File: src/rtl/seg7_scan_display.sv
// 4-digit multiplexed common-anode 7-segment driver: sequential binary-to-BCD
// (shift-add-3) feeding a free-running digit scanner with leading-zero blanking.
module seg7_scan_display #(
    parameter int WIDTH       = 8,
    parameter int REFRESH_DIV = 10000
) (
    input  logic             clk,
    input  logic             rst,
    input  logic [WIDTH-1:0] value_i,
    input  logic             load_i,
    output logic             busy_o,
    output logic [6:0]       seg_o,
    output logic [3:0]       an_o
);
    localparam int CW = $clog2(WIDTH + 1);
    localparam int RW = $clog2(REFRESH_DIV);

    typedef enum logic [1:0] {IDLE, SHIFT, DONE} state_t;

    state_t           state;
    logic [15:0]      bcd;
    logic [15:0]      bcd_adj;
    logic [15:0]      disp;
    logic [WIDTH-1:0] bin;
    logic [CW-1:0]    bit_cnt;

    // Add-3 correction applied to every nibble before the shift.
    always_comb begin
        bcd_adj = bcd;
        for (int i = 0; i < 4; i++) begin
            if (bcd[4*i +: 4] >= 4'd5)
                bcd_adj[4*i +: 4] = bcd[4*i +: 4] + 4'd3;
        end
    end

    always_ff @(posedge clk) begin
        if (rst) begin
            state   <= IDLE;
            busy_o  <= 1'b0;
            bcd     <= '0;
            bin     <= '0;
            bit_cnt <= '0;
            disp    <= '0;
        end else begin
            case (state)
                IDLE: begin
                    if (load_i) begin
                        bin     <= value_i;
                        bcd     <= '0;
                        bit_cnt <= CW'(WIDTH);
                        busy_o  <= 1'b1;
                        state   <= SHIFT;
                    end
                end
                SHIFT: begin
                    bcd     <= {bcd_adj[14:0], bin[WIDTH-1]};
                    bin     <= {bin[WIDTH-2:0], 1'b0};
                    bit_cnt <= bit_cnt - CW'(1);
                    if (bit_cnt == CW'(1))
                        state <= DONE;
                end
                DONE: begin
                    disp   <= bcd;
                    busy_o <= 1'b0;
                    state  <= IDLE;
                end
                default: state <= IDLE;
            endcase
        end
    end

    function automatic logic [6:0] decode(input logic [3:0] d);
        case (d)
            4'd0:    decode = 7'h40;
            4'd1:    decode = 7'h79;
            4'd2:    decode = 7'h24;
            4'd3:    decode = 7'h30;
            4'd4:    decode = 7'h19;
            4'd5:    decode = 7'h12;
            4'd6:    decode = 7'h02;
            4'd7:    decode = 7'h78;
            4'd8:    decode = 7'h00;
            4'd9:    decode = 7'h10;
            default: decode = 7'h7F;
        endcase
    endfunction

    logic [RW-1:0] rcnt;
    logic [1:0]    idx;
    logic [1:0]    idx_nxt;
    logic          wrap;
    logic [3:0]    nib;
    logic          blank;

    assign wrap    = (rcnt == RW'(REFRESH_DIV - 1));
    assign idx_nxt = wrap ? idx + 2'd1 : idx;
    assign nib     = disp[4*idx_nxt +: 4];

    // Digit k blanks when it and every higher digit are zero; digit 0 never blanks.
    always_comb begin
        case (idx_nxt)
            2'd3:    blank = (disp[15:12] == 4'd0);
            2'd2:    blank = (disp[15:8]  == 8'd0);
            2'd1:    blank = (disp[15:4]  == 12'd0);
            default: blank = 1'b0;
        endcase
    end

    // Outputs are registered from the upcoming index so they land one cycle after the wrap.
    always_ff @(posedge clk) begin
        if (rst) begin
            rcnt  <= '0;
            idx   <= 2'd0;
            an_o  <= 4'b1110;
            seg_o <= 7'h40;
        end else begin
            rcnt  <= wrap ? '0 : rcnt + RW'(1);
            idx   <= idx_nxt;
            an_o  <= ~(4'b0001 << idx_nxt);
            seg_o <= blank ? 7'h7F : decode(nib);
        end
    end
endmodule
File: config.mk
export PLATFORM = sky130hd
export DESIGN_NAME = seg7_scan_display
export DESIGN_NICKNAME = d
export VERILOG_FILES = /design/src/rtl/seg7_scan_display.sv
export SDC_FILE = /design/constraint.sdc
export NUM_CORES = 1
export LEC_CHECK = 0
export ABC_AREA = 1
export BUFFER_PORTS_ARGS = -buffer_cell sky130_fd_sc_hd__clkbuf_2
export CAP_MARGIN = 20
export CORE_ASPECT_RATIO = 0.5
export CORE_MARGIN = 2
export CORE_UTILIZATION = 50
export DETAILED_ROUTE_END_ITERATION = 8
export GPL_ROUTABILITY_DRIVEN = 0
export PLACE_DENSITY = 0.74
export SLEW_MARGIN = 20
export SYNTH_ARGS = -nofsm -noshare
export SYNTH_HDL_FRONTEND = slang
export SYNTH_SLANG_ARGS = --single-unit
File: constraint.sdc
create_clock -name clk -period 4.27 [get_ports clk]
set_clock_uncertainty 0.2 [all_clocks]
set_input_delay 0.427 -clock clk [delete_from_list [all_inputs] [get_ports clk]]
set_output_delay 0.427 -clock clk [all_outputs]
set_load 0.05 [all_outputs]
==> results of run 1 <==
-- registers in the layout, summed over array words and instances, names as in the netlist --
register and cells:
state 2, bin 8, seg_o 7, busy_o 1, rcnt 14, idx 2
bcd 16, bit_cnt 4, disp 16, an_o 4
-- synthesized netlist by cell type, drive strengths merged, types with 2 or more instances --
cell    count  area [µm²]
clkbuf     15       56.30
inv        68       255.2
a21oi      50       250.2
nand4       2       12.51
xor2        5       43.79
or2         2       12.52
nand2     104       486.7
dfxtp      74        1481
a31oi       7       43.79
nor2       44       185.2
ha         16       200.2
o21a        2       15.01
nand3      49       272.8
o21ai      38       190.2
xnor2       2       17.52
nor3b       3       22.52
nor3        8       50.05
-- critical path, stage by stage, from the launching register on --
cell,delay (ns)
dfxtp_1,0.35
ha_1,0.21
nand3_2,0.15
nor2_4,0.19
nand2_4,0.09
nand2_8,0.09
nand2_4,0.10
nand2_1,0.08
nand3_1,0.06
nand2_1,0.13
inv_1,0.11
ha_1,0.30
nor2_1,0.15
nor2_1,0.06
nor2_1,0.08
nor2_1,0.05
-- path summary, 6_finish.rpt --
check             end        from  depth (start not counted)  slack [ns]
max reg2reg  seg_o[3]     rcnt[0]                         15        1.74
max          seg_o[3]     rcnt[0]                         15        1.74
min reg2reg   rcnt[0]     rcnt[0]                          1        0.25
min            bin[0]  value_i[0]                          3        0.13
-- layer usage --
metal	GRT usage, %	up-vias	wire length, µm
met5	0	-	0
met4	6.528	0	44
met3	6.936	6	366
met2	31.56	43	2886
met1	24.07	1330	3597
li1	-	1648	-
-- power groups by stage --
stage / clock network, mW / logic, mW / registers (mW)
CTS: 0.817 / 0.146 / 0.735
detailed placement: 0 / 0.145 / 0.750
finish: 0.796 / 0.145 / 0.735
floorplan: 0 / 0.101 / 0.756
global route: 0.843 / 0.167 / 0.738
global placement: 0 / 0.144 / 0.749
-- layout make-up --
| type | count | area share, % |
|---|---|---|
| Timing Repair Buffer | 26 | 3.367 |
| Inverter | 69 | 6.344 |
| Multi-Input combinational cell | 337 | 44.23 |
| Clock inverter | 5 | 1.864 |
| Sequential cell | 74 | 35.60 |
| Tap cell | 92 | 2.766 |
| Clock buffer | 11 | 5.833 |
-- through the flow --
step	instance area (µm²)	hold WS, ns
floorplan	3654	0.2175
global placement	3841	0.2370
detailed placement	3841	0.2412
CTS	4161	0.1168
global route	4161	0.1429
finish	4161	0.1267
-- logic make-up after synthesis --
| group | synth area share (%) |
|---|---|
| AND/OR/NAND/NOR | 28.70 |
| buffers and inverters | 9.075 |
| XOR/XNOR | 1.678 |
| flip-flops | 40.55 |
| adder cells (fa/ha/maj) | 5.479 |
| AO/OA/AOI/OAI | 14.52 |
==> run_results.csv, run 1 <==
group,metric,value,unit
cells_and_area,num_antenna_cells,0,
yosys,ys_seq_area_share,40.55,%
clock_tree,root_buffer,"clkbuf_16",
place,placed_cells,598,
detailed_routing,totalWireLength,6894,µm
cells_and_area,fin_cells,614,
floorplanning,start_util,53.07,%
worst_setup_path,setup.worst_path.end_class,"flip-flop",
detailed_routing,postRouteAntennaNets,0,
yosys,synth_cell_types,34,
cells_and_area,fillCellCount,634,
clock_tree,clk_latency,0.34,ns
outcome,outcome,"complete, no violations",
clock_tree,holdBufCountCts,0,
yosys,synth-edff-count,0,
worst_setup_path,critPathArrivalTime,2.52,ns
sta,postLayoutSetupSlackWorst,1.738,ns
sta,period_share,59.31,%
clock_tree,htree_levels,3,
worst_setup_path,critical_path_class,"reg -> reg",
sta,rsz0062_at_grt,"false",
global_routing,gr-total-overflow,0,
detailed_routing,viasPerCell,4.930,
global_routing,grt.total_usage,19.32,%
worst_setup_path,required,4.26,ns
yosys,async_flop_share,0,%
global_routing,grt_pass1_wl,12710,µm
yosys,yosysWarnings,0,
detailed_routing,first_pass_iters,4,
global_routing,grt_pass1_vias,2918,
global_routing,antenna_found_initial,0,
power,clkPwrFrac,47.5,%
detailed_routing,via_count,3027,
worst_setup_path,worstPathMaxFanout,11,
cells_and_area,layout-drive-gt1-share,14.18,%
sta,slew_headroom,56.94,%
yosys,ys_seq_elements,74,
place,port-buffer-count,22,
sta,fin_crit,2.532,ns
run,max_cap_violations,0,
floorplanning,pin_count,23,
yosys,syn_inst,496,
yosys,avgSynthCellArea,7.366,µm²
clock_tree,cts_tree,"done",
clock_tree,postCtsSetupBuffers,0,
clock_tree,max-clock-path-buffers,2,
sta,finalSetupTns,0,ns
cells_and_area,post-route-util,60.45,%
global_routing,grt_max_degree,35,
detailed_routing,wl_per_cell,11.23,µm
floorplanning,die_h,64.45,µm
clock_tree,cts_resized,0,
detailed_routing,drt-initial-drc-count,226,
clock_tree,cts-buffers-inserted,9,
yosys,netlist_area,0.003654,mm²
power,p_switching,0.3858,mW
floorplanning,die_area,0.008049,mm²
place,hpwl,4748,µm
cells_and_area,final_common_cell,"nand2_1",
power,power_leakage,1.731,nW
power,sw_frac_of_total,23.02,%
detailed_routing,route.detailed.drc,0,
clock_tree,clk_pin_slew_worst_paths,0.05,ns
yosys,ys.flop_type,"dfxtp_1",
power,power,1.676,mW
floorplanning,core_area,0.006884,mm²
cells_and_area,nets,544,
power,pwr-share-comb,8.7,%
floorplanning,row_count,21,
cells_and_area,final_cell_mix,"87 x nand2_1, 74 x dfxtp_1, 64 x inv_1",
hold_path,min_path_type,"in -> reg",
clock_tree,cts.sinks,74,
cells_and_area,syn_to_final_growth,13.90,%
sta,hold_viol_final,0,
sta,fmaxAchievable,0.3949,GHz
worst_setup_path,critPathLaunchType,"flip-flop",
cells_and_area,multi_input_area,0.001841,mm²
floorplanning,die_width,124.9,µm
cells_and_area,regArea,0.001481,mm²
power,p_seq_share,43.9,%
power,vdd_drop_max,0.3058,mV
sta,worst_pin_slew,0.6460,ns
place,post-place-ws,1.772,ns
power,p_int,1.290,mW
power,power_density,402.7,mW/mm²
yosys,synth_nets,523,
sta,setup_violations,0,
sta,slew_violations,0,
No activity file was read; power rests on OpenSTA's default activity.
==> run 2, diff against run 1 <==
Settings changed: ABC_AREA 1 to 0.
Clock period 4.27 ns to 2.6 ns, I/O delays scaled along.
==> run 2 against run 1 <==
Net effect:
- the run now ends with setup timing left
- sequential power grew 61%
- cell count is 7.3% lower
- sequential share of layout area decreased by 1.3 points
- cell area increased by 3.8%
- register-to-register slack got worse by 2.2 ns
- hold slack lost 0.056 ns
- flip-flop and latch count did not move
- synthesized cell count down 15%
- total power is 51% higher
==> run_results.csv, run 2 <==
group,metric,value,unit
sta,period_share,117.4,%
yosys,synthTopCellsByCount,"74 x dfxtp_1, 63 x nand2_1, 53 x nor2_1",
yosys,ys_seq_area_share,42.77,%
clock_tree,cts_tree,"done",
power,p_seq_share,46.6,%
detailed_routing,first_pass_iters,5,
worst_setup_path,r2r_cells,7,
outcome,violations,"setup timing",
sta,whs,0.07060,ns
worst_setup_path,critPathLaunchType,"flip-flop",
outcome,outcome,"finished with violations",
place,placed_cells,544,
power,power_leakage,1.640,nW
sta,fin_crit,3.052,ns
power,power_density,586.6,mW/mm²
floorplanning,core_area,0.006700,mm²
global_routing,grt_pass1_vias,2794,
yosys,synth_area_leader_cell,"dfxtp_1",
cells_and_area,num_antenna_cells,0,
clock_tree,clk_latency,0.34,ns
clock_tree,cts-buffers-inserted,9,
worst_setup_path,cp_slowest_cell,"or4_4",
hold_path,hold_depth,3,
detailed_routing,totalWireLength,7382,µm
yosys,synth.most_common_cell,"dfxtp_1",
detailed_routing,wl_per_cell,12.97,µm
hold_path,min_path_type,"in -> reg",
detailed_routing,drt-initial-drc-count,166,
sta,rsz0062_at_grt,"true",
worst_setup_path,path_cells,"or4b_4 -> or4_4 -> mux2_2 -> a221o_2 -> ha_4 -> or2_0 -> a311oi_2",
cells_and_area,layout-drive-gt1-share,19.50,%
yosys,synth_nets,447,
yosys,async_flop_share,0,%
global_routing,antenna_found_initial,0,
clock_tree,root_buffer,"clkbuf_16",
sta,slew_headroom,49.66,%
yosys,synth_top_area_share,42.77,%
yosys,syn_inst,420,
worst_setup_path,critPathArrivalTime,3.10,ns
sta,hold_viol_final,0,
worst_setup_path,slowest_delay,0.55,ns
floorplanning,die_area,0.007649,mm²
yosys,netlist_area,0.003463,mm²
detailed_routing,postRouteAntennaNets,0,
yosys,ys.flop_type,"dfxtp_1",
worst_setup_path,ff2ff_setup_slack,-0.45,ns
sta,postLayoutSetupSlackWorst,-0.4519,ns
worst_setup_path,critical_path_class,"reg -> reg",
global_routing,gr-total-overflow,0,
power,pwr-share-comb,5.9,%
power,p_switching,0.5778,mW
worst_setup_path,path_buf_inv,0,
detailed_routing,via_count,2998,
worst_setup_path,path_delay_family,"simple AND/OR/NAND/NOR gates",
yosys,synth_cell_types,45,
floorplanning,start_util,51.69,%
cells_and_area,final_cell_mix,"73 x dfxtp_1, 63 x nand2_1, 52 x nor2_1",
cells_and_area,final_common_cell,"dfxtp_1",
global_routing,grt_pass1_wl,12500,µm
yosys,yosysWarnings,0,
run,max_cap_violations,0,
worst_setup_path,setup.worst_path.end_class,"flip-flop",
detailed_routing,route.detailed.drc,0,
worst_setup_path,worstPathMaxFanout,5,
cells_and_area,fillCellCount,606,
clock_tree,cts.sinks,74,
power,clkPwrFrac,47.5,%
cells_and_area,largestRegisters,"bcd: 16 flops, disp: 16 flops, rcnt: 14 flops",
worst_setup_path,required,2.64,ns
sta,worst_pin_slew,0.7551,ns
clock_tree,max-clock-path-buffers,2,
global_routing,grt_max_degree,37,
power,sw_frac_of_total,22.80,%
yosys,ys_seq_elements,74,
place,hpwl,4834,µm
floorplanning,row_count,21,
floorplanning,pin_count,23,
worst_setup_path,r2r_end,"seg_o[5]",
cells_and_area,nets,499,
sta,fmaxAchievable,0.3277,GHz
sta,slew_violations,0,
clock_tree,htree_levels,3,
worst_setup_path,r2r-start,"rcnt[11]",
global_routing,grt.total_usage,20.76,%
cells_and_area,fin_cells,569,
clock_tree,clk_pin_slew_worst_paths,0.06,ns
yosys,synthTopCellsByArea,"dfxtp_1 43%, nand2_1 6.8%, ha_1 5.8%",
floorplanning,die_width,121.7,µm
power,power,2.534,mW
detailed_routing,viasPerCell,5.269,
yosys,avgSynthCellArea,8.246,µm²
sta,finalSetupTns,-2.134,ns
power,p_int,1.956,mW
cells_and_area,syn_to_final_growth,24.71,%
power,vdd_drop_max,0.3614,mV
yosys,synth-edff-count,0,
floorplanning,die_h,62.85,µm
sta,setup_violations,7,
hold_path,hold_start,"load_i",
hold_path,holdPathEnd,"busy_o",
place,port-buffer-count,22,
run 2: cell types whose count changed after synthesis, sizes merged, moves of 14 or more:
cell   previous run  this run
nand3            49         7
inv              68        24
o21ai            38        16
xnor2             2        16
nand2           104        63
a21oi            50        33
run 2: power groups by stage:
stage / clock network, mW / registers, mW / logic (mW)
after floorplan: 0 / 1.20 / 0.0991
after global placement: 0 / 1.20 / 0.139
after global routing: 1.28 / 1.18 / 0.170
after CTS: 1.23 / 1.18 / 0.149
after detailed placement: 0 / 1.20 / 0.141
final: 1.20 / 1.18 / 0.149
run 2: worst max-delay path by stage:
stage / startpoint / endpoint / slack (ns) / depth (start not counted)
finish: rcnt[11] / seg_o[5] / -0.45 / 7
global route: rcnt[4] / seg_o[5] / -0.57 / 9
CTS: rcnt[11] / seg_o[5] / -0.39 / 7
detailed placement: rcnt[11] / seg_o[5] / -0.41 / 7
global placement: rcnt[11] / seg_o[5] / -0.33 / 7
floorplan: rcnt[12] / seg_o[5] / -0.49 / 8
run 2: metrics by stage:
stage	setup WS, ns	area [µm²]	util, %
6_report	-0.4519	4319	64.46
4_1_cts	-0.3867	4275	63.81
5_1_grt	-0.5730	4319	64.46
2_1_floorplan	-0.4903	3496	-
3_5_place_dp	-0.4145	3880	57.91
3_3_place_gp	-0.3332	3880	57.91
run 2: final cells by class:
cell class	count	area, µm²	area share (%)
Clock buffer	11	232.7	5.388
Multi-Input combinational cell	299	1893	43.83
Clock inverter	5	55.05	1.275
Tap cell	92	115.1	2.665
Timing Repair Buffer	64	450.4	10.43
Inverter	24	90.09	2.086
Sequential cell	74	1483	34.33
run 2: layer usage:
metal / routed length [µm] / GRT usage (%) / vias up
met5: 0 / 0 / -
met2: 3241 / 32.02 / 60
met3: 337 / 7.482 / 15
li1: - / - / 1547
met4: 182 / 9.483 / 0
met1: 3620 / 26.01 / 1376
run 2: worst min-delay path: cells and delay by family:
kind,cells,cell delay (ns)
AND/OR/NAND/NOR,1,0.05
AO/OA/AOI/OAI,1,0.14
buffers and inverters,1,0.11
run 2: cell families after synthesis:
group / after synthesis / synth area share (%)
fa+ha+maj: 16 / 5.780
simple gates: 166 / 21.93
buf+inv: 47 / 5.130
flops: 74 / 42.77
compound gates: 89 / 17.05
mux: 6 / 1.770
xor+xnor: 22 / 5.563
run 2: repair_timing:
action,4_1_cts,5_1_grt
pin swaps,4,9
gates resized for setup,5,11
setup endpoints to repair,7,7
buffers inserted,1,1
endpoints found under the hold margin,7,0
hold buffers,7,0
==> run 3, diff against run 2 <==
Settings changed: MAX_ROUTING_LAYER set to met4.
Clock period 2.6 ns to 3.7 ns, I/O delays scaled along.
==> run 3 against run 2 <==
Net effect:
- non-clock buffer count is 37 lower
- critical path depth is the same
- sequential share of layout area is 3.4 points higher
- cell area decreased by 9.1%
- via count fell by 5.5%
- count of clock-buffer cells in the layout grew 1
- fmax decreased by 6.7%
- cell count fell by 6.7%
- the flow now finishes without violations
==> run_results.csv, run 3 (synthesized netlist as in run 2, its figures left out) <==
group,metric,value,unit
clock_tree,root_buffer,"clkbuf_16",
global_routing,antenna_found_initial,0,
floorplanning,die_width,121.7,µm
sta,fmaxAchievable,0.3057,GHz
clock_tree,clk_latency,0.34,ns
place,port-buffer-count,22,
cells_and_area,final_cell_mix,"74 x dfxtp_1, 63 x nand2_1, 53 x nor2_1",
worst_setup_path,path_delay_family,"simple AND/OR/NAND/NOR gates",
floorplanning,row_count,21,
sta,period_share,88.41,%
floorplanning,die_area,0.007649,mm²
power,vdd_drop_max,0.2119,mV
detailed_routing,drt-initial-drc-count,198,
clock_tree,max-clock-path-buffers,2,
cells_and_area,fin_cells,531,
worst_setup_path,slowest_delay,0.67,ns
worst_setup_path,critPathLaunchType,"flip-flop",
clock_tree,holdBufCountCts,0,
sta,rsz0062_at_grt,"false",
sta,worst_pin_slew,0.8663,ns
hold_path,min_path_type,"in -> reg",
sta,slew_violations,0,
global_routing,grt.total_usage,20.42,%
place,placed_cells,515,
worst_setup_path,required,3.74,ns
cells_and_area,final_common_cell,"dfxtp_1",
cells_and_area,nets,462,
cells_and_area,syn_to_final_growth,13.33,%
outcome,outcome,"complete, no violations",
sta,fin_crit,3.271,ns
clock_tree,cts_resized,0,
sta,hold_viol_final,0,
place,hpwl,4570,µm
floorplanning,start_util,51.69,%
worst_setup_path,worstPathMaxFanout,7,
worst_setup_path,path_buf_inv,0,
clock_tree,cts-buffers-inserted,9,
worst_setup_path,critPathArrivalTime,3.31,ns
sta,setup_violations,0,
global_routing,grt_max_degree,36,
detailed_routing,totalWireLength,6704,µm
clock_tree,cts_tree,"done",
detailed_routing,first_pass_iters,4,
floorplanning,core_area,0.006700,mm²
clock_tree,htree_levels,3,
detailed_routing,route.detailed.drc,0,
worst_setup_path,cp_slowest_cell,"or4_1",
worst_setup_path,critical_path_class,"reg -> reg",
clock_tree,postCtsSetupBuffers,0,
power,power_leakage,1.416,nW
power,power_density,450.1,mW/mm²
worst_setup_path,path_cells,"or4b_4 -> or4_1 -> mux2_2 -> a221o_2 -> ha_1 -> or2_0 -> a311oi_1",
detailed_routing,via_count,2832,
clock_tree,clk_pin_slew_worst_paths,0.06,ns
cells_and_area,layout-drive-gt1-share,11.39,%
floorplanning,die_h,62.85,µm
global_routing,grt_pass1_vias,2741,
global_routing,grt_pass1_wl,11960,µm
global_routing,gr-total-overflow,0,
cells_and_area,largestRegisters,"bcd: 16 flops, disp: 16 flops, rcnt: 14 flops",
detailed_routing,wl_per_cell,12.63,µm
sta,slew_headroom,42.03,%
detailed_routing,postRouteAntennaNets,0,
worst_setup_path,setup.worst_path.end_class,"flip-flop",
sta,finalSetupTns,0,ns
detailed_routing,viasPerCell,5.333,
floorplanning,pin_count,23,
cells_and_area,num_antenna_cells,0,
clock_tree,cts.sinks,74,
run,max_cap_violations,0,
[run 3: changes by cell type in the layout (fill, tap and decap cells not counted), moves of 2 or more]
cell and change:
ha_1 +2, buf_4 -29, ha_4 -2, clkinvlp_4 -2
buf_6 -2, o21ai_0 +2, dlygate4sd3_1 -7
[run 3: metal layers]
metal	vias up	wire [µm]	GRT usage, %
met5	-	0	-
met4	0	82	7.040
met3	9	368	7.938
met2	56	2967	32.44
met1	1292	3285	23.73
li1	1475	-	-
[run 3: cell type report]
cell class / instances / area [µm²]
clock buffers: 12 / 246.5
fillers: 609 / 2775
clock inverters: 3 / 40.04
flip-flops and latches: 74 / 1481
inverters: 24 / 90.09
well taps: 92 / 115.1
repair buffers: 27 / 145.1
multi-input cells: 299 / 1807
[run 3: report_power, final]
part           total [mW]  internal (mW)  switching, mW
logic              0.0929         0.0307         0.0621
clock network       0.845          0.534          0.311
registers           0.829          0.816         0.0130
total                1.77           1.38          0.386
[run 3: worst paths after layout]
path	startpoint	to	slack (ns)	cells after the start
setup / recovery	rcnt[6]	seg_o[5]	0.43	7
hold / removal	value_i[4]	bin[4]	0.08	3
setup reg to reg	rcnt[6]	seg_o[5]	0.43	7
hold reg to reg	rcnt[0]	rcnt[0]	0.24	1
[run 3: per-stage QoR]
stage | hold slack (ns) | total power, mW | setup WS (ns) | instance area (µm²) | utilization, %
detailed placement | 0.2339 | 0.9394 | 0.4279 | 3631 | 54.19
floorplan | 0.2132 | 0.9158 | 0.5124 | 3463 | -
CTS | 0.06507 | 1.788 | 0.3957 | 3918 | 58.47
global route | 0.08677 | 1.844 | 0.3471 | 3925 | 58.58
finish | 0.07790 | 1.767 | 0.4287 | 3925 | 58.58
global placement | 0.2274 | 0.9379 | 0.5044 | 3631 | 54.19
[run 3: worst reg2reg max path: cells and delay by family (launching register included)]
family	cells	cell delay, ns
DFF	1	0.35
adders and majority gates	1	0.22
muxes	1	0.33
AOI/OAI and AO/OA	2	0.60
and+or+nand+nor	3	1.47
